## src/rtl/norm_pkg.sv

```systemverilog
// norm_pkg -- shared types and width helpers for the sequential normaliser.
//   norm_state_e  : FSM state encoding (IDLE, CHECK, SHIFT, ROUND, DONE)
//   norm_sum_w    : adder result width for a given mantissa width
//   norm_sign_idx : index of the sign bit inside the adder result
package norm_pkg;

  typedef enum logic [2:0] {
    S_IDLE  = 3'd0,
    S_CHECK = 3'd1,
    S_SHIFT = 3'd2,
    S_ROUND = 3'd3,
    S_DONE  = 3'd4
  } norm_state_e;

  // The adder result carries the hidden bit, a guard bit, the sign and one
  // extra carry bit above the mantissa.
  function automatic int norm_sum_w(input int mant_w);
    return mant_w + 3;
  endfunction

  function automatic int norm_sign_idx(input int sum_w);
    return sum_w - 2;
  endfunction

endpackage

```

## src/rtl/norm_round.sv

```systemverilog
// norm_round -- combinational round-to-nearest-even on a single guard bit.
//   mant_i  : truncated mantissa (hidden bit at MSB)
//   guard_i : first bit below the mantissa lsb
//   exp_i   : exponent belonging to mant_i
//   mant_o  : rounded mantissa
//   exp_o   : exponent after a possible carry-out renormalisation
//   ovf_o   : exponent ended up all-ones
// Only instantiated when NORM_ROUND_EN is defined.
module norm_round #(
  parameter int MANT_W = 8,
  parameter int EXP_W  = 8
) (
  input  logic [MANT_W-1:0] mant_i,
  input  logic              guard_i,
  input  logic [EXP_W-1:0]  exp_i,
  output logic [MANT_W-1:0] mant_o,
  output logic [EXP_W-1:0]  exp_o,
  output logic              ovf_o
);

  localparam logic [EXP_W-1:0] E_ONE = EXP_W'(1);

  logic [MANT_W:0] inc_w;

  // Without sticky bits a tie is guard=1 alone; round up only toward an even lsb.
  assign inc_w = {1'b0, mant_i} + {{MANT_W{1'b0}}, guard_i & mant_i[0]};

  always_comb begin
    mant_o = inc_w[MANT_W-1:0];
    exp_o  = exp_i;
    if (inc_w[MANT_W]) begin
      // All-ones mantissa rolled over: renormalise to 1.000 and bump the
      // exponent, which saturates at all-ones.
      mant_o = {1'b1, {(MANT_W-1){1'b0}}};
      exp_o  = (&exp_i) ? exp_i : exp_i + E_ONE;
    end
    ovf_o = &exp_o;
  end

endmodule

```

## src/rtl/normalise_seq.sv

```systemverilog
// normalise_seq -- handshaked multi-cycle normaliser for the BF16/INT8
// add/subtract datapath. Accepts the raw two's-complement adder sum and
// the pre-aligned exponent, normalises with one left shift per cycle.
//   clk, rst_n         : clock, asynchronous active-low reset
//   in_valid/in_ready  : operand handshake (ready only in IDLE)
//   int8               : 1 = integer result, 0 = float result
//   signa_int/signb_int: operand signs for the integer overflow check
//   mantissa_sum       : adder result, sign at SUM_W-2
//   exponent_res       : exponent before normalisation
//   out_valid/out_ready: result handshake, result held until accepted
//   mantissa_final, exponent_final, sign_res, overflow, underflow: result
// Optional feature: define NORM_ROUND_EN to add a ROUND state performing
// round-to-nearest-even on the guard bit; otherwise the guard is truncated.
module normalise_seq import norm_pkg::*; #(
  parameter int MANT_W = 8,
  parameter int EXP_W  = 8,
  parameter int SUM_W  = norm_sum_w(MANT_W)
) (
  input  logic              clk,
  input  logic              rst_n,
  input  logic              in_valid,
  output logic              in_ready,
  input  logic              int8,
  input  logic              signa_int,
  input  logic              signb_int,
  input  logic [SUM_W-1:0]  mantissa_sum,
  input  logic [EXP_W-1:0]  exponent_res,
  output logic              out_valid,
  input  logic              out_ready,
  output logic [MANT_W-1:0] mantissa_final,
  output logic [EXP_W-1:0]  exponent_final,
  output logic              sign_res,
  output logic              overflow,
  output logic              underflow
);

  localparam int SGN = norm_sign_idx(SUM_W);
  localparam int RW  = MANT_W + 1;  // mantissa plus guard bit
  localparam logic [EXP_W-1:0] E_ONE = EXP_W'(1);

  norm_state_e       state_q, state_d;
  logic [SUM_W-1:0]  sum_q, sum_d;
  logic              int8_q, int8_d;
  logic              sa_q, sa_d;
  logic              sb_q, sb_d;
  logic [RW-1:0]     r_q, r_d;
  logic [EXP_W-1:0]  e_q, e_d;
  logic [MANT_W-1:0] mant_q, mant_d;
  logic [EXP_W-1:0]  expo_q, expo_d;
  logic              sign_q, sign_d;
  logic              ovf_q, ovf_d;
  logic              uf_q, uf_d;

  logic [SUM_W-1:0]  mag_w;
  logic              int_ovf_w;
  logic [EXP_W-1:0]  e_inc_w;
  logic              shift_done_w;

  assign mag_w     = sum_q[SGN] ? -sum_q : sum_q;
  // Same-sign operands whose result sign disagrees have overflowed.
  assign int_ovf_w = (~sa_q & ~sb_q &  sum_q[MANT_W-1]) |
                     ( sa_q &  sb_q & ~sum_q[MANT_W-1]);
  assign e_inc_w   = (&e_q) ? e_q : e_q + E_ONE;
  assign shift_done_w = r_q[RW-1] | (e_q == '0);

`ifdef NORM_ROUND_EN
  logic              ufl_q, ufl_d;  // SHIFT ended on exponent underflow
  logic [MANT_W-1:0] rnd_mant_w;
  logic [EXP_W-1:0]  rnd_exp_w;
  logic              rnd_ovf_w;

  norm_round #(.MANT_W(MANT_W), .EXP_W(EXP_W)) u_round (
    .mant_i  (r_q[RW-1:1]),
    .guard_i (r_q[0]),
    .exp_i   (e_q),
    .mant_o  (rnd_mant_w),
    .exp_o   (rnd_exp_w),
    .ovf_o   (rnd_ovf_w)
  );
`endif

  always_comb begin
    state_d = state_q;
    sum_d   = sum_q;
    int8_d  = int8_q;
    sa_d    = sa_q;
    sb_d    = sb_q;
    r_d     = r_q;
    e_d     = e_q;
    mant_d  = mant_q;
    expo_d  = expo_q;
    sign_d  = sign_q;
    ovf_d   = ovf_q;
    uf_d    = uf_q;
`ifdef NORM_ROUND_EN
    ufl_d   = ufl_q;
`endif
    unique case (state_q)
      S_IDLE: begin
        if (in_valid) begin
          sum_d   = mantissa_sum;
          e_d     = exponent_res;
          int8_d  = int8;
          sa_d    = signa_int;
          sb_d    = signb_int;
          state_d = S_CHECK;
        end
      end
      S_CHECK: begin
        if (mag_w[SGN:0] == '0) begin
          mant_d  = '0;
          expo_d  = '0;
          sign_d  = sum_q[SGN];
          ovf_d   = 1'b0;
          uf_d    = 1'b0;
          state_d = S_DONE;
        end else if (int8_q) begin
          mant_d  = sum_q[MANT_W-1:0];
          expo_d  = '0;
          sign_d  = sum_q[SGN];
          ovf_d   = int_ovf_w;
          uf_d    = 1'b0;
          state_d = S_DONE;
        end else if (mag_w[MANT_W+1]) begin
          // Only the most negative sum reaches here: its magnitude is one
          // bit too wide, so pre-normalise it to 1.000 with E+1.
          r_d     = {1'b1, {(RW-1){1'b0}}};
          e_d     = e_inc_w;
          state_d = S_SHIFT;
        end else begin
          r_d     = mag_w[MANT_W:0];
          state_d = S_SHIFT;
        end
      end
      S_SHIFT: begin
        if (shift_done_w) begin
`ifdef NORM_ROUND_EN
          ufl_d   = ~r_q[RW-1];
          state_d = S_ROUND;
`else
          mant_d  = r_q[RW-1:1];
          expo_d  = e_q;
          sign_d  = sum_q[SGN];
          ovf_d   = &e_q;
          uf_d    = ~r_q[RW-1];
          state_d = S_DONE;
`endif
        end else begin
          r_d = r_q << 1;
          e_d = e_q - E_ONE;
        end
      end
`ifdef NORM_ROUND_EN
      S_ROUND: begin
        sign_d = sum_q[SGN];
        if (ufl_q) begin
          // Denormal-range results are passed through unrounded.
          mant_d = r_q[RW-1:1];
          expo_d = e_q;
          ovf_d  = 1'b0;
          uf_d   = 1'b1;
        end else begin
          mant_d = rnd_mant_w;
          expo_d = rnd_exp_w;
          ovf_d  = rnd_ovf_w;
          uf_d   = 1'b0;
        end
        state_d = S_DONE;
      end
`endif
      S_DONE: begin
        if (out_ready) state_d = S_IDLE;
      end
      default: state_d = S_IDLE;
    endcase
  end

  always_ff @(posedge clk or negedge rst_n) begin
    if (!rst_n) begin
      state_q <= S_IDLE;
      sum_q   <= '0;
      int8_q  <= 1'b0;
      sa_q    <= 1'b0;
      sb_q    <= 1'b0;
      r_q     <= '0;
      e_q     <= '0;
      mant_q  <= '0;
      expo_q  <= '0;
      sign_q  <= 1'b0;
      ovf_q   <= 1'b0;
      uf_q    <= 1'b0;
`ifdef NORM_ROUND_EN
      ufl_q   <= 1'b0;
`endif
    end else begin
      state_q <= state_d;
      sum_q   <= sum_d;
      int8_q  <= int8_d;
      sa_q    <= sa_d;
      sb_q    <= sb_d;
      r_q     <= r_d;
      e_q     <= e_d;
      mant_q  <= mant_d;
      expo_q  <= expo_d;
      sign_q  <= sign_d;
      ovf_q   <= ovf_d;
      uf_q    <= uf_d;
`ifdef NORM_ROUND_EN
      ufl_q   <= ufl_d;
`endif
    end
  end

  assign in_ready       = (state_q == S_IDLE);
  assign out_valid      = (state_q == S_DONE);
  assign mantissa_final = mant_q;
  assign exponent_final = expo_q;
  assign sign_res       = sign_q;
  assign overflow       = ovf_q;
  assign underflow      = uf_q;

endmodule
```

## config.mk

```make
export PLATFORM = sky130hd
export DESIGN_NAME = normalise_seq
export DESIGN_NICKNAME = d
export VERILOG_FILES = /design/src/rtl/norm_pkg.sv /design/src/rtl/norm_round.sv /design/src/rtl/normalise_seq.sv
export SDC_FILE = /design/constraint.sdc
export NUM_CORES = 1
export LEC_CHECK = 0
export CAP_MARGIN = 10
export CORE_MARGIN = 3
export CORE_UTILIZATION = 50
export CTS_CLUSTER_SIZE = 30
export DETAILED_ROUTE_END_ITERATION = 16
export HOLD_SLACK_MARGIN = 0.08
export PLACE_DENSITY_LB_ADDON = 0.05
export SYNTH_ARGS = -nofsm -noshare
export SYNTH_HDL_FRONTEND = slang
export SYNTH_SLANG_ARGS = --single-unit
```

## constraint.sdc

```tcl
create_clock -name clk -period 4 [get_ports clk]
set_input_delay 0.4 -clock clk [delete_from_list [all_inputs] [get_ports clk]]
set_output_delay 0.4 -clock clk [all_outputs]
set_load 0.01 [all_outputs]
```

== After elaboration in Yosys (flattened, before gate mapping) ==
Index checks and enable logic that the tools add are counted.
Storage, ports and cells
  output and inout port bits: 21
  logic and storage cells: 87
  register bits: 52
  bits of input ports: 26
Operators by class
  add/subtract/negate cells: 3
  bitwise gates (word level): 10
  equality and inequality tests: 12
  reduce and logical (&&, ||, !) cells: 11
  mux-type cells: 39
Operators with widths (count)
  $mux W8: 12
  $mux W9: 4
  $pmux W8 S2: 2
  $pmux W8 S3: 1
  $pmux W9 S2: 1
  $mux W3: 5
  $ne A2 B2 Y1 const B: 7
  $pmux W3 S4: 1
  $logic_not A10 Y1: 1
  $mux W10: 1
  $neg A10 Y10: 1
  $mux W1: 9
  $add A8 B1 Y8 const B: 1
  $logic_not A8 Y1: 1
  $reduce_and A8 Y1: 1
  $sub A8 B1 Y8 const B: 1
  $reduce_and A7 Y1: 1
  $pmux W1 S2: 3
  $reduce_and A3 Y1: 2
  $and A1 B1 Y1: 4
  $not A1 Y1: 4
  $reduce_and A4 Y1: 1
  $eq A3 B1 Y1 const B: 1
  $eq A3 B2 Y1 const B: 1
  other kinds (8): 9

== Longest topological paths before layout ==
  depth in word-level cells: 7
  mapped depth: 12
  mapped depth without buffers: 10

== Worst setup path after synthesis ==
Ideal clock, no wire load.
  path kind: reg-to-reg
  start: register state_q[0]
  end: register e_q[7]
  path slack: 1.148 ns
  cell stages (with the launch flop): 13
  data arrival time: 2.728 ns
  library setup time: 0.124 ns
  data required time: 3.876 ns
  cells stage by stage: dfrtp_1 -> nand2b_1 -> or2_1 -> buf_2 -> clkinv_1 -> clkbuf_1 -> ha_1 -> a21o_1 -> a21oi_1 -> o21ai_1 -> o41ai_1 -> xor2_1 -> o21ai_1
Between the ends
  word-level cells in the longest chain between the ends: 3
  elaborated cells on any way between the ends: 12
  those cells by class: eq/ne (8); mux (1); reduce/logical (3)
Ends and longest elaborated chain
  start, declared: line normalise_seq.sv:41  | norm_state_e state_q, state_d;
  start signal, assigned: line normalise_seq.sv:196  | state_q <= state_d;
  $eq A3 B1 Y1 (tied with other cells): line normalise_seq.sv:98  | unique case (state_q)
  $ne A2 B2 Y1 (no source line) or $reduce_bool A3 Y1 (tied branches)
  $reduce_and A7 Y1 (no source line)
  end signal, assigned: line normalise_seq.sv:186  | e_q <= '0;
  end signal, assigned: line normalise_seq.sv:202  | e_q <= e_d;
  end, declared: line normalise_seq.sv:47  | logic [EXP_W-1:0] e_q, e_d;
Parallel ways exist; a longest one is shown, timed or not.
A chain may end at the register's enable or synchronous reset.

== Final worst setup path ==
  start: register state_q[0]
  end: register e_q[6]
Same word-level chain as after synthesis.

==> metrics.cfg <==
[floorplanning]
io_pins = 47
rows = 27
die_x_um = 84.5
core_region_area_um2 = 5740
start_util = 0.536
dieArea_um2 = 7130
die_h_um = 84.5

[synth]
synth_edf_count = 0
yosysTopAreaCell = dfrtp_1
ys_ff_latch = 52
async_flop_share = 1.00
syn_area_um2 = 3080
yosys-top-cells-area = dfrtp_1 42%, mux2_4 8.8%, o21ai_0 3.9%, nand2_1 3.9%, ha_1 3.7%
synthFlopType = dfrtp_1
ys_seq_area_frac = 0.423
yosysTopAreaCellShare = 0.423
postSynthAreaPerCell_um2 = 10.4
yosys_warnings = 0
post_synth_inst_count = 295
synth_cell_types = 54
synth_commonest_cells = 52 x dfrtp_1, 32 x nand2_1, 24 x o21ai_0, 19 x nor2_1, 18 x mux2_4
synth_most_common_cell = dfrtp_1
mappedNetlistNets = 331

[route]
wl_um = 6010
avgViaCountPerCell = 5.43
vias = 2217
drtIter0Drc = 149
wl_per_cell_um = 14.7
antenna_left = 0
first_pass_iters = 4
drc = 0

[critical_path]
cp_cell_sequence = nand2b_1, or2_1, clkinv_1, ha_1, nor2b_1, o21ai_0, a21oi_1, o21ai_0, mux2i_1, a31oi_1
reg2reg_from = state_q[0]
r2r_end = e_q[6]
end_kind = flop
path_common_cell = o21ai_0
slowest_stage = or2_1
critPathMaxFanout = 16
critical_path_class = reg -> reg
worstRegToRegCells = 10
worstPathArrival_ps = 3130
rrSetupSlack_ps = 1050
crit_path_max_incr_delay_ps = 490
startpoint_type = flop
required_ps = 4180

[global_routing]
grt_usage = 0.176
grt-ovfl-total = 0
grt_max_degree = 39
grt_pass1_vias = 1997
grt_pass1_wl_um = 10100
antenna_found_initial = 0

[placement]
dp_cells = 399
routabilityCongestion = 0.869
dp_slack_ps = 1080
dpl.hpwl_um = 4440
port_buffers = 45

[final_layout]
n_antenna_cell = 0
final_util = 0.641
drive_gt1_frac = 0.152
syn2layout_area_growth_pct = 19.6
instances_no_fill = 408
nNetsFinal = 371

[clocking]
worstSkewPairLatency_ps = 300
clockBufferDepth = 2
cts_buffers = 5
cts_sinks = 52
cts_resized = 0
cts_tree = built
clk_pin_slew_worst_paths_ps = 90
cts_max_level = 2
root_buffer = clkbuf_8

[timing]
final-max-slew-violation-count = 0
hold_viol_final = 0
clock.fmax_ghz = 0.339
tightest_slew_ps = 630
slew_headroom = 0.580
period_share = 0.737
setup_violations = 0
finalClockSkew_ps = 9.86
rsz0062_at_grt = false
setup_ws_ps = 1050
layout_min_cycle_time_ps = 2950
tns_ps = 0

[power]
p_per_area_nw_per_um2 = 882
vdd_drop_max_v = 0.000434
power_leakage_nw = 1.60
total_power_mw = 3.25

[min_path]
min_to = r_q[4]
hp-start = r_q[4]
hold_path_depth = 1
hold_path_class = reg -> reg

[run]
drv_cap = 0

[status]
status = completed

## state kept, by name, indices dropped and copies added (netlist names)
| name | cells |
|---|---|
| sign_res | 1 |
| sb_q | 1 |
| int8_q | 1 |
| state_q | 3 |
| sum_q | 10 |
| exponent_final | 8 |
| underflow | 1 |
| sa_q | 1 |
| mantissa_final | 8 |
| r_q | 9 |
| overflow | 1 |
| e_q | 8 |
## what timing repair did
action | CTS | global route
endpoints found under the setup margin | 0 | 0
endpoints found under the hold margin | 14 | 0
hold buffers | 1 | 0
setup buffers | 0 | 0
## cells by family (layout without fill, tap and decap cells)
family	after synthesis	count (layout)	synth area share
AOI/OAI and AO/OA	61	61	0.128
xor gates and xnor gates	9	9	0.0281
adders and majority gates	10	10	0.0431
buffers and inverters	29	70	0.0516
DFF	52	52	0.423
muxes	42	42	0.174
and+or+nand+nor	92	92	0.153
## per-layer routing
layer,vias to the layer above,global-route usage,part of all wire
li1,1128,-,-
met1,1031,0.284,0.54
met2,56,0.237,0.41
met3,2,0.0373,0.048
met4,0,0.0475,0.0062
met5,-,0,0
## report_power, final
part	leakage (nW)	total, mW	internal (mW)	switching (mW)
sequential	0.641	1.08	0.790	0.289
combinational	0.895	1.78	0.945	0.834
clock	0.0645	0.389	0.221	0.168
total	1.60	3.25	1.96	1.29
## how the worst max path moves through the flow
stage	from	end	slack (ps)
final	state_q[0]	e_q[6]	1050
after detailed placement	state_q[0]	e_q[7]	1080
after floorplan	state_q[0]	e_q[7]	1150
after global routing	state_q[0]	e_q[6]	800
after global placement	state_q[0]	e_q[7]	1090
after CTS	state_q[0]	e_q[7]	1050
## worst max-delay path: cells and delay by family, from the launching register on
kind	cells	cell delay [ps]
simple gates	3	810
compound gates	4	710
flops	1	440
fa+ha+maj	1	370
buf+inv	1	280
mux	1	230
## metrics by stage
stage / hold WS, ps / cell area (µm²)
after global routing: 517 / 3680
after floorplan: 104 / 3080
after global placement: 323 / 3540
after CTS: 501 / 3680
final: 494 / 3680
after detailed placement: 328 / 3540
## placed cells by master, fill, tap and decap left out, types with 3 or more instances in the layout
cell             Yosys  layout
clkbuf_8             0       7
inv_1               11      11
nand2_1             32      32
dfrtp_1             52      52
mux2_1               9       9
mux2i_1              5       5
o21ai_1              4       4
nand2b_1             5       5
mux2_4              18      18
ha_1                 9       9
o31ai_1              4       4
xor2_1               7       7
a21oi_1             12      12
nor3b_1              3       3
nand3_1              3       3
nor3_1               5       5
o21ai_0             24      24
buf_4                2       4
nand4_1              5       5
nor2_1              19      19
a21o_1               4       4
nor2b_1              3       3
mux2_2              10      10
clkdlybuf4s50_1      0      44
## area by class of cell
| class | instances | area (µm²) |
|---|---|---|
| sequential | 52 | 1300 |
| fill | 483 | 2060 |
| clock buffer | 7 | 96.3 |
| timing repair buffer | 50 | 485 |
| multi-input combinational | 214 | 1630 |
| inverter | 12 | 45.0 |
| tap | 72 | 90.1 |
| clock inverter | 1 | 30.0 |
(Power assumes the default switching activity.)
